## config.mk

```make
export PLATFORM = sky130hd
export DESIGN_NAME = router_fsm_flat
export DESIGN_NICKNAME = d
export VERILOG_FILES = /design/src/rtl/router_pkg.sv /design/src/rtl/router_fsm_if.sv /design/src/rtl/router_fsm.sv /design/src/flat_wrapper.sv
export SDC_FILE = /design/constraint.sdc
export NUM_CORES = 1
export LEC_CHECK = 0
export ABC_AREA = 1
export CAP_MARGIN = 10
export CORE_MARGIN = 10
export CORE_UTILIZATION = 25
export CTS_BUF_LIST = sky130_fd_sc_hd__clkbuf_16
export CTS_CLUSTER_DIAMETER = 40
export DETAILED_ROUTE_END_ITERATION = 10
export PLACE_DENSITY = 0.57
export SETUP_SLACK_MARGIN = 0.2
export SYNTH_ARGS = -nofsm -noshare
export SYNTH_HDL_FRONTEND = slang
export SYNTH_SLANG_ARGS = --single-unit
```

## constraint.sdc

```tcl
create_clock -name clk -period 1.55 [get_ports clk]
set_clock_uncertainty 0.15 [all_clocks]
set_input_delay 0.31 -clock clk [delete_from_list [all_inputs] [get_ports clk]]
set_output_delay 0.31 -clock clk [all_outputs]
set_load 0.03 [all_outputs]
```

## src/rtl/router_pkg.sv

```systemverilog
`default_nettype none
// ============================================================================
//  Module      : router_pkg
//  Description : Shared types and constants for the 1x3 router packet
//                sequencer: FSM state encoding and header address codes.
//  Revision    : 1.0 - initial release
// ============================================================================
package router_pkg;

    // Packet-sequencing states (binary encoded, 3 bits).
    typedef enum logic [2:0] {
        DECODE_ADDRESS     = 3'd0,
        LOAD_FIRST_DATA    = 3'd1,
        LOAD_DATA          = 3'd2,
        FIFO_FULL_STATE    = 3'd3,
        LOAD_AFTER_FULL    = 3'd4,
        LOAD_PARITY        = 3'd5,
        CHECK_PARITY_ERROR = 3'd6,
        WAIT_TILL_EMPTY    = 3'd7
    } state_t;

    // Header address field codes; ADDR_INV selects no output port.
    localparam logic [1:0] ADDR_0   = 2'd0;
    localparam logic [1:0] ADDR_1   = 2'd1;
    localparam logic [1:0] ADDR_2   = 2'd2;
    localparam logic [1:0] ADDR_INV = 2'd3;

endpackage : router_pkg
`default_nettype wire

```

## src/rtl/router_fsm_if.sv

```systemverilog
`default_nettype none
// ============================================================================
//  Module      : router_fsm_if
//  Description : Control bundle between the router input/sync/register
//                datapath and the packet-sequencing FSM.
//  Revision    : 1.0 - initial release
//
//  Signals:
//    pkt_valid, datain[1:0], parity_done, low_pkt_valid, fifo_full,
//    fifo_empty_0..2, soft_reset_0..2              : datapath -> FSM
//    detect_add, lfd_state, ld_state, laf_state, full_state,
//    write_enb_reg, rst_int_reg, busy               : FSM -> datapath
//  Modports:
//    master : datapath side (drives status, receives strobes)
//    slave  : FSM side (receives status, drives strobes)
// ============================================================================
interface router_fsm_if;

    logic       pkt_valid;
    logic [1:0] datain;
    logic       parity_done;
    logic       low_pkt_valid;
    logic       fifo_full;
    logic       fifo_empty_0;
    logic       fifo_empty_1;
    logic       fifo_empty_2;
    logic       soft_reset_0;
    logic       soft_reset_1;
    logic       soft_reset_2;

    logic       detect_add;
    logic       lfd_state;
    logic       ld_state;
    logic       laf_state;
    logic       full_state;
    logic       write_enb_reg;
    logic       rst_int_reg;
    logic       busy;

    modport master (
        output pkt_valid, datain, parity_done, low_pkt_valid, fifo_full,
               fifo_empty_0, fifo_empty_1, fifo_empty_2,
               soft_reset_0, soft_reset_1, soft_reset_2,
        input  detect_add, lfd_state, ld_state, laf_state, full_state,
               write_enb_reg, rst_int_reg, busy
    );

    modport slave (
        input  pkt_valid, datain, parity_done, low_pkt_valid, fifo_full,
               fifo_empty_0, fifo_empty_1, fifo_empty_2,
               soft_reset_0, soft_reset_1, soft_reset_2,
        output detect_add, lfd_state, ld_state, laf_state, full_state,
               write_enb_reg, rst_int_reg, busy
    );

endinterface : router_fsm_if
`default_nettype wire

```

## src/rtl/router_fsm.sv

```systemverilog
`default_nettype none
// ============================================================================
//  Module      : router_fsm
//  Description : Packet-sequencing controller for the 1x3 router. Walks each
//                packet through header -> payload -> parity -> check, stalls
//                on a full FIFO and waits for a busy destination to drain.
//  Revision    : 1.0 - initial release
//
//  Ports:
//    clk   : system clock, rising edge
//    reset : asynchronous active-high reset, forces DECODE_ADDRESS
//    bus   : router_fsm_if.slave control bundle (status in, strobes out)
// ============================================================================
module router_fsm
    import router_pkg::*;
(
    input  wire          clk,
    input  wire          reset,
    router_fsm_if.slave  bus
);

    state_t     r_state;
    state_t     w_next_state;
    logic [1:0] r_addr;

    logic       w_addr_load;
    logic       w_hdr_empty;    // empty flag of the port named by the header
    logic       w_sel_empty;    // empty flag of the latched port
    logic       w_sel_soft;     // soft reset of the latched port

    assign w_addr_load = (r_state == DECODE_ADDRESS) && bus.pkt_valid &&
                         (bus.datain != ADDR_INV);

    always_comb begin
        w_hdr_empty = 1'b0;
        case (bus.datain)
            ADDR_0:  w_hdr_empty = bus.fifo_empty_0;
            ADDR_1:  w_hdr_empty = bus.fifo_empty_1;
            ADDR_2:  w_hdr_empty = bus.fifo_empty_2;
            default: w_hdr_empty = 1'b0;
        endcase
    end

    always_comb begin
        w_sel_empty = 1'b0;
        w_sel_soft  = 1'b0;
        case (r_addr)
            ADDR_0: begin
                w_sel_empty = bus.fifo_empty_0;
                w_sel_soft  = bus.soft_reset_0;
            end
            ADDR_1: begin
                w_sel_empty = bus.fifo_empty_1;
                w_sel_soft  = bus.soft_reset_1;
            end
            ADDR_2: begin
                w_sel_empty = bus.fifo_empty_2;
                w_sel_soft  = bus.soft_reset_2;
            end
            default: begin
                w_sel_empty = 1'b0;
                w_sel_soft  = 1'b0;
            end
        endcase
    end

    // State register and address latch
    always_ff @(posedge clk or posedge reset) begin
        if (reset) begin
            r_state <= DECODE_ADDRESS;
            r_addr  <= ADDR_0;
        end else begin
            r_state <= w_next_state;
            if (w_addr_load) begin
                r_addr <= bus.datain;
            end
        end
    end

    // Next-state logic
    always_comb begin
        w_next_state = r_state;
        if (r_state != DECODE_ADDRESS && w_sel_soft) begin
            // Timeout on the active port abandons the packet.
            w_next_state = DECODE_ADDRESS;
        end else begin
            case (r_state)
                DECODE_ADDRESS: begin
                    if (w_addr_load) begin
                        w_next_state = w_hdr_empty ? LOAD_FIRST_DATA
                                                   : WAIT_TILL_EMPTY;
                    end
                end
                LOAD_FIRST_DATA: w_next_state = LOAD_DATA;
                LOAD_DATA: begin
                    // Full takes priority over the end-of-packet indication.
                    if (bus.fifo_full)       w_next_state = FIFO_FULL_STATE;
                    else if (!bus.pkt_valid) w_next_state = LOAD_PARITY;
                end
                FIFO_FULL_STATE: begin
                    if (!bus.fifo_full) w_next_state = LOAD_AFTER_FULL;
                end
                LOAD_AFTER_FULL: begin
                    if (bus.parity_done)        w_next_state = DECODE_ADDRESS;
                    else if (bus.low_pkt_valid) w_next_state = LOAD_PARITY;
                    else                        w_next_state = LOAD_DATA;
                end
                LOAD_PARITY: w_next_state = CHECK_PARITY_ERROR;
                CHECK_PARITY_ERROR: begin
                    w_next_state = bus.fifo_full ? FIFO_FULL_STATE
                                                 : DECODE_ADDRESS;
                end
                WAIT_TILL_EMPTY: begin
                    if (w_sel_empty) w_next_state = LOAD_FIRST_DATA;
                end
                default: w_next_state = DECODE_ADDRESS;
            endcase
        end
    end

    // Moore output decode
    always_comb begin
        bus.detect_add    = (r_state == DECODE_ADDRESS);
        bus.lfd_state     = (r_state == LOAD_FIRST_DATA);
        bus.ld_state      = (r_state == LOAD_DATA);
        bus.full_state    = (r_state == FIFO_FULL_STATE);
        bus.laf_state     = (r_state == LOAD_AFTER_FULL);
        bus.rst_int_reg   = (r_state == CHECK_PARITY_ERROR);
        bus.write_enb_reg = (r_state == LOAD_DATA) ||
                            (r_state == LOAD_PARITY) ||
                            (r_state == LOAD_AFTER_FULL);
        bus.busy          = (r_state != DECODE_ADDRESS) &&
                            (r_state != LOAD_DATA);
    end

endmodule : router_fsm
`default_nettype wire

```

## src/flat_wrapper.sv

```systemverilog
// flat-port wrapper written by rule: the top's interface ports become plain ports
module router_fsm_flat import router_pkg::*;
  (clk, reset, bus_pkt_valid, bus_datain, bus_parity_done, bus_low_pkt_valid, bus_fifo_full, bus_fifo_empty_0, bus_fifo_empty_1, bus_fifo_empty_2, bus_soft_reset_0, bus_soft_reset_1, bus_soft_reset_2, bus_detect_add, bus_lfd_state, bus_ld_state, bus_laf_state, bus_full_state, bus_write_enb_reg, bus_rst_int_reg, bus_busy);
  router_fsm_if bus_i ();
  input  wire clk;
  input  wire reset;
  input wire logic [$bits(bus_i.pkt_valid)-1:0] bus_pkt_valid;
  input wire logic [$bits(bus_i.datain)-1:0] bus_datain;
  input wire logic [$bits(bus_i.parity_done)-1:0] bus_parity_done;
  input wire logic [$bits(bus_i.low_pkt_valid)-1:0] bus_low_pkt_valid;
  input wire logic [$bits(bus_i.fifo_full)-1:0] bus_fifo_full;
  input wire logic [$bits(bus_i.fifo_empty_0)-1:0] bus_fifo_empty_0;
  input wire logic [$bits(bus_i.fifo_empty_1)-1:0] bus_fifo_empty_1;
  input wire logic [$bits(bus_i.fifo_empty_2)-1:0] bus_fifo_empty_2;
  input wire logic [$bits(bus_i.soft_reset_0)-1:0] bus_soft_reset_0;
  input wire logic [$bits(bus_i.soft_reset_1)-1:0] bus_soft_reset_1;
  input wire logic [$bits(bus_i.soft_reset_2)-1:0] bus_soft_reset_2;
  output wire logic [$bits(bus_i.detect_add)-1:0] bus_detect_add;
  output wire logic [$bits(bus_i.lfd_state)-1:0] bus_lfd_state;
  output wire logic [$bits(bus_i.ld_state)-1:0] bus_ld_state;
  output wire logic [$bits(bus_i.laf_state)-1:0] bus_laf_state;
  output wire logic [$bits(bus_i.full_state)-1:0] bus_full_state;
  output wire logic [$bits(bus_i.write_enb_reg)-1:0] bus_write_enb_reg;
  output wire logic [$bits(bus_i.rst_int_reg)-1:0] bus_rst_int_reg;
  output wire logic [$bits(bus_i.busy)-1:0] bus_busy;
  assign bus_i.pkt_valid = bus_pkt_valid;
  assign bus_i.datain = bus_datain;
  assign bus_i.parity_done = bus_parity_done;
  assign bus_i.low_pkt_valid = bus_low_pkt_valid;
  assign bus_i.fifo_full = bus_fifo_full;
  assign bus_i.fifo_empty_0 = bus_fifo_empty_0;
  assign bus_i.fifo_empty_1 = bus_fifo_empty_1;
  assign bus_i.fifo_empty_2 = bus_fifo_empty_2;
  assign bus_i.soft_reset_0 = bus_soft_reset_0;
  assign bus_i.soft_reset_1 = bus_soft_reset_1;
  assign bus_i.soft_reset_2 = bus_soft_reset_2;
  assign bus_detect_add = bus_i.detect_add;
  assign bus_lfd_state = bus_i.lfd_state;
  assign bus_ld_state = bus_i.ld_state;
  assign bus_laf_state = bus_i.laf_state;
  assign bus_full_state = bus_i.full_state;
  assign bus_write_enb_reg = bus_i.write_enb_reg;
  assign bus_rst_int_reg = bus_i.rst_int_reg;
  assign bus_busy = bus_i.busy;
  router_fsm u_core (.clk(clk), .reset(reset), .bus(bus_i));
endmodule
```

==> results.md, run 1 <==
* Status: finished with violations
* Failing checks: setup timing
* Top-count cell post-synth: nand2_1
* Worst Tran Pin Value at 0.205 ns
* Multi-input logic area at 457 µm²
* Max VDD drop at 1.05 mV
* Pwr/cell area at 2220 nW/µm²
* GP Congestion at 0.771
* Worst setup margin at -0.128 ns
* Final wirelength at 1.66 mm
* Top cells by area, synth: dfrtp_1 23%, nand2_1 16%, nand3_1 14%, inv_1 9.5%, nor2_1 6.1%
* Sequential area share after synthesis at 0.225
* FF+latch area at 129 µm²
* Worst-path clk slew at 0.03 ns
* Via count at 671
* Seq cells post-synth at 5
* Post-Synthesis Cells at 91
* Die footprint at 4510 µm²
* Fmax at 596 MHz
* CP Max Fanout at 3
* DP HPWL at 1.36 mm
* R2R depth at 7
* Fin. max-slew vios at 0
* Clock Latency Late Sink at 0.22 ns
* Drt initial violations at 33
* CP cell instances: nor2_4 > inv_4 > nor2_4 > o21bai_4 > buf_6
* Stages on worst setup path at 5
* Static Leak at 0.546 nW
* Max_slew headroom at 0.863
* CP required at 1.09 ns
* Boundary Pins at 22
* Core area at 2170 µm²
* Reg2Reg Setup Slack at 0.05 ns
* Post-Synth Simple-Gate Area at 0.543
* Post-Syn Nets at 105
* Startpoint types: flop
* CP most frequent cell: nor2_4
* Vias in the first global route at 671
* Worst hold slack at 0.137 ns
* Yosys cell types at 22
* Total power at 2.38 mW
* Clock sinks at 5
* R2R Path End: u_core.r_state[2]
* CTS Buf Count at 3
* Largest family of logic cells by synthesized area: simple AND/OR/NAND/NOR gates
* Total track usage at 0.0763
* Chip height at 67.1 µm
* WL per Instance at 10.9 µm
* CTS tree: done
* Cell Area, Synth at 556 µm²
* DP Area at 852 µm²
* Tcrit/Tclk final at 1.08
* Synth Area in XOR/XNOR at 0
* Root buf cell: clkbuf_16
* CP top delay family: flip-flops
* Finished Cell Area at 1070 µm²
* Syn avg cell area at 6.10 µm²
* Fill cells at 234
* Top-area cell type share of the netlist area at 0.225
* Hold Crit Class: in2async
* Dpl ws at -0.0938 ns
* Max H-tree Level at 1
* Final ANT Viol Nets at 0
* Layout cells sized above 1 at 0.411
* # DRC at 0
* Post-synth top cells: 23 x nand2_1, 15 x nand3_1, 14 x inv_1, 9 x nor2_1, 5 x dfrtp_1
* R2r startpoint: u_core.r_state[0]
* Drt via density at 4.41
* Compound-cell area share of the yosys netlist at 0.0856
* Prevailing post-synth register cell: dfrtp_1
* Initial antenna violation count at 0
* Unrepaired setup endpoints after global routing: yes
* Cts-stage hold buffer count at 0
* Setup_tns at -0.589 ns
* Arr. time, crit path at 1.22 ns
* Area Growth Syn to Fin at 92.3%
* Async SR Flop Fraction at 1.00
* Yosys warnings at 0
* First-pass GRT wire length at 2.74 mm
* CTS max path bufs at 2
* Row count at 17
* Mux contribution to synthesized area at 0
* Die W at 67.1 µm
* Post-synth EDFFs at 0
* Worst path slowest cell: dfrtp_2
* Largest net degree at the start of global routing at 7
* Port buffer count at 21
* Final Setup Violations at 8
* Cell taking the most area after synthesis: dfrtp_1
* Antenna diodes at 0
* Grt ovf at 0
* Drt pass-1 iters at 4
* Final hold violations at 0
* Critical path buffer and inverter count at 2
* CP Capture Type: output port
* Max incr delay on CP at 0.42 ns
* Setup crit end: bus_write_enb_reg
* Initial Util at 0.256
* Setup CP Type: reg2out
* Final #Nets at 139
* Area share of fa/ha/maj cells after synthesis at 0
* Max Cap Violations at 0
* Fin crit period at 1.68 ns
* Critical Path Source: u_core.r_state[0]
## metrics by stage
| step | util | std cells |
|---|---|---|
| 6_report | 0.493 | 152 |
| 3_3_place_gp | 0.393 | 143 |
| 3_5_place_dp | 0.393 | 143 |
| 5_1_grt | 0.493 | 152 |
| 4_1_cts | 0.460 | 151 |
| 2_1_floorplan | - | 91 |
## cells by family after synthesis
| logic type | count (synthesis) |
|---|---|
| DFF | 5 |
| buffers and inverters | 18 |
| AOI/OAI and AO/OA | 7 |
| and+or+nand+nor | 61 |
## layer usage
metal,vias up,track usage,routed length (µm)
met4,0,0.00769,0
met5,-,0,0
met3,0,0.0397,162
met2,21,0.134,824
li1,361,-,-
met1,289,0.0830,675
## power breakdown
group	leakage, nW	switching, mW	total (mW)	internal, mW
logic	0.449	0.951	1.68	0.724
registers	0.0548	0.0862	0.291	0.205
clock network	0.0423	0.0771	0.411	0.333
## cell usage in the layout (no fill, tap or decap)
master | synthesis | routed
nand2_1 | 23 | 21
nand3_1 | 15 | 15
inv_1 | 14 | 12
clkdlybuf4s50_1 | 0 | 11
buf_4 | 1 | 10
nor2_4 | 0 | 9
buf_6 | 1 | 8
nand2_4 | 2 | 5
a21oi_2 | 2 | 4
nor2_1 | 9 | 4
clkbuf_16 | 0 | 3
dfrtp_2 | 0 | 3
inv_4 | 1 | 2
nand4_1 | 2 | 2
inv_2 | 1 | 2
nand3_2 | 2 | 2
dlymetal6s2s_1 | 0 | 2
dfrtp_1 | 5 | 2
o211ai_1 | 1 | 1
nor3b_1 | 1 | 1
o21ai_1 | 1 | 1
nand3b_1 | 1 | 1
nor3_4 | 0 | 1
clkinvlp_4 | 0 | 1
o21bai_4 | 0 | 1
## layout make-up
| cell class | count | area share |
|---|---|---|
| Clock buffer | 3 | 0.0703 |
| Timing Repair Buffer | 31 | 0.281 |
| Inverter | 16 | 0.0644 |
| Clock inverter | 1 | 0.00351 |
| Multi-Input combinational cell | 68 | 0.427 |
| Tap cell | 28 | 0.0328 |
| Sequential cell | 5 | 0.121 |
## worst min path at each step
stage	endpoint	slack (ns)
3_3_place_gp	u_core.r_addr[1]	0.37
4_1_cts	u_core.r_state[0]	0.14
5_1_grt	u_core.r_addr[1]	0.19
2_1_floorplan	u_core.r_addr[0]	-0.06
6_report	u_core.r_state[0]	0.14
3_5_place_dp	u_core.r_addr[0]	0.37
## registers in the layout, summed over array words and instances, names as in the netlist
register	cells
u_core.r_addr	2
u_core.r_state	3
## what timing repair did
action                                  4_1_cts  5_1_grt
endpoints found under the setup margin       13       13
setup buffers                                 4        1
resized for setup                            12       17
pin swaps                                     2        3
Power figures use the tool's default switching activity.
==> run 2, diff against run 1 <==
--- a/config.mk
+++ b/config.mk
@@ -5,14 +5,12 @@
 export SDC_FILE = /design/constraint.sdc
 export NUM_CORES = 1
 export LEC_CHECK = 0
-export ABC_AREA = 1
 export CAP_MARGIN = 10
-export CORE_MARGIN = 10
 export CORE_UTILIZATION = 25
 export CTS_BUF_LIST = sky130_fd_sc_hd__clkbuf_16
 export CTS_CLUSTER_DIAMETER = 40
 export DETAILED_ROUTE_END_ITERATION = 10
-export PLACE_DENSITY = 0.57
+export PLACE_DENSITY = 0.59
 export SETUP_SLACK_MARGIN = 0.2
 export SYNTH_ARGS = -nofsm -noshare
 export SYNTH_HDL_FRONTEND = slang
==> run 2 against run 1 <==
Compared with the run above: the run still ends with setup timing left; non-clock buffer count up 11; sequential share of layout area down 0.25 points; maximum frequency down 7.5%; via count down 8.8%; synthesized area down 13%; total power down 5.5%; hold slack better by 0.0041 ns; utilization up 11 points; routed wire length down 11%; clock power up 5.4%; sequential power down 8.2%; critical path type unchanged.
==> results.md, run 2 <==
* CTS tree: done
* Initial Util at 0.273
* Sequential area share after synthesis at 0.260
* Drt initial violations at 3
* Syn avg cell area at 8.16 µm²
* Clock Latency Late Sink at 0.23 ns
* Chip height at 45.9 µm
* Yosys warnings at 0
* CP Max Fanout at 5
* Worst Tran Pin Value at 0.418 ns
* Most common cell after layout, fill and taps aside: buf_4
* Via count at 612
* Largest regs: u_core.r_state: 3 flops, u_core.r_addr: 2 flops
* CTS max path bufs at 2
* Post-synth EDFFs at 0
* Final ANT Viol Nets at 0
* Startpoint types: flop
* Largest net degree at the start of global routing at 8
* Die footprint at 2110 µm²
* Worst hold slack at 0.141 ns
* Final wirelength at 1.48 mm
* Finished Cell Area at 1060 µm²
* DP HPWL at 1.10 mm
* Vias in the first global route at 607
* Post-synth top cells: 8 x nor2_1, 5 x dfrtp_1, 4 x inv_1, 4 x mux2i_1, 4 x nand2b_1
* Initial antenna violation count at 0
* Boundary Pins at 22
* Max_slew headroom at 0.719
* R2R Path End: u_core.r_state[2]
* Fin crit period at 1.81 ns
* Top cells by area, synth: dfrtp_1 26%, mux2i_1 8.3%, nor2_1 6.2%, nand2b_1 5.2%, a21o_1 4.7%
* Grt ovf at 0
* Largest register FFs at 3
* Cell Area, Synth at 482 µm²
* Drt pass-1 iters at 4
* Critical Path Source: u_core.r_state[0]
* CP required at 1.09 ns
* Cell taking the most area after synthesis: dfrtp_1
* Worst-path clk slew at 0.04 ns
* Worst setup margin at -0.264 ns
* Max VDD drop at 1.06 mV
* Fmax at 551 MHz
* Core area at 1760 µm²
* GP Congestion at 0.753
* Root buf cell: clkbuf_16
* Max Cap Violations at 0
* Cts-stage hold buffer count at 0
* Top-area cell type share of the netlist area at 0.260
* R2R depth at 7
* Most frequent cells in the layout: 20 x buf_4, 11 x clkdlybuf4s50_1, 9 x buf_6
* Antenna diodes at 0
* Seq cells post-synth at 5
* Final Setup Violations at 12
* Fin. max-slew vios at 0
* Max H-tree Level at 1
* Pwr/cell area at 2120 nW/µm²
* Failing checks: setup timing
* Post-layout util at 0.601
* Layout cells sized above 1 at 0.529
* Final hold violations at 0
* Total track usage at 0.171
* Tcrit/Tclk final at 1.17
* Status: finished with violations
* Area Growth Syn to Fin at 120%
* Top reg by flops: u_core.r_state
* Async SR Flop Fraction at 1.00
* Total power at 2.25 mW
* Reg2Reg Setup Slack at -0.18 ns
* Drt via density at 4.82
* WL per Instance at 11.7 µm
* Prevailing post-synth register cell: dfrtp_1
* Clock sinks at 5
* R2r startpoint: u_core.r_state[0]
* Top-count cell post-synth: nor2_1
* Unrepaired setup endpoints after global routing: yes
* Die W at 45.9 µm
* DP Area at 882 µm²
* Final #Nets at 117
* Setup CP Type: reg2out
* Setup_tns at -1.98 ns
* CTS Buf Count at 3
* Port buffer count at 21
* CP Capture Type: output port
* Arr. time, crit path at 1.35 ns
* Yosys cell types at 30
* # DRC at 0
* First-pass GRT wire length at 2.50 mm
* Hold Crit Class: in2async
* Row count at 15
* Post-Synthesis Cells at 59
* Setup crit end: bus_detect_add
* Post-Syn Nets at 73
* Static Leak at 0.483 nW
run 2: changes by cell type after synthesis, moves of 3 or more:
cell,before,now
nor2_2,4,0
nand2_1,23,3
inv_1,14,4
nand2b_1,0,4
a21o_1,0,3
mux2i_1,0,4
nand3_1,15,0
run 2: worst max-delay path, cell delays in order, from the launching register on:
cell	delay, ns
dfrtp_1	0.41
buf_6	0.13
or3_4	0.40
inv_8	0.07
buf_6	0.12
run 2: per-layer routing:
layer | vias to the layer above | part of all wire | track usage
li1 | 301 | - | -
met1 | 286 | 0.41 | 0.183
met2 | 23 | 0.51 | 0.315
met3 | 2 | 0.061 | 0.0397
met4 | 0 | 0.019 | 0.0706
met5 | - | 0 | 0
run 2: where the power goes:
group	switching, mW	internal, mW
clock	0.0950	0.338
combinational	0.729	0.818
sequential	0.0722	0.195
total	0.896	1.35
run 2: logic make-up (layout without fill, tap and decap cells):
group / Yosys count / count (layout) / share of synthesized area
AOI/OAI and AO/OA: 20 / 20 / 0.330
DFF: 5 / 5 / 0.260
muxes: 4 / 4 / 0.0831
and+or+nand+nor: 23 / 23 / 0.255
buffers and inverters: 7 / 50 / 0.0727
run 2: worst min-delay path by stage:
stage | from | endpoint | slack, ns | depth (start not counted)
2_1_floorplan | reset | u_core.r_addr[0] | -0.06 | 1
3_3_place_gp | reset | u_core.r_addr[1] | 0.36 | 2
3_5_place_dp | reset | u_core.r_addr[0] | 0.38 | 2
4_1_cts | reset | u_core.r_addr[0] | 0.14 | 2
5_1_grt | reset | u_core.r_addr[0] | 0.16 | 2
6_report | reset | u_core.r_addr[0] | 0.14 | 2
run 2: repair_timing:
action                                  in CTS  in global routing
hold endpoints to repair                     0                  0
endpoints found under the setup margin      13                 13
resized for setup                           14                 10
gates cloned                                 0                  0
buffers inserted                             5                  0
pin swaps                                    7                  3
run 2: per-stage QoR:
stage | setup slack, ns | cells
2_1_floorplan | -0.00389 | 59
3_3_place_gp | -0.459 | 118
3_5_place_dp | -0.472 | 118
4_1_cts | -0.286 | 127
5_1_grt | -0.294 | 127
6_report | -0.264 | 127
run 2: area by class of cell:
type	count	area (µm²)
Clock buffer	3	75.1
Clock inverter	1	5.00
Fill cell	173	704
Inverter	4	22.5
Multi-Input combinational cell	47	422
Sequential cell	5	125
Tap cell	25	31.3
Timing Repair Buffer	42	379
==> run 3, diff against run 2 <==
--- a/config.mk
+++ b/config.mk
@@ -5,6 +5,7 @@
 export SDC_FILE = /design/constraint.sdc
 export NUM_CORES = 1
 export LEC_CHECK = 0
+export ABC_CLOCK_PERIOD_IN_PS = 1550
 export CAP_MARGIN = 10
 export CORE_UTILIZATION = 25
 export CTS_BUF_LIST = sky130_fd_sc_hd__clkbuf_16
==> results of run 3 <==
The final DEF is identical to that of run 2; final timing and power are the same.
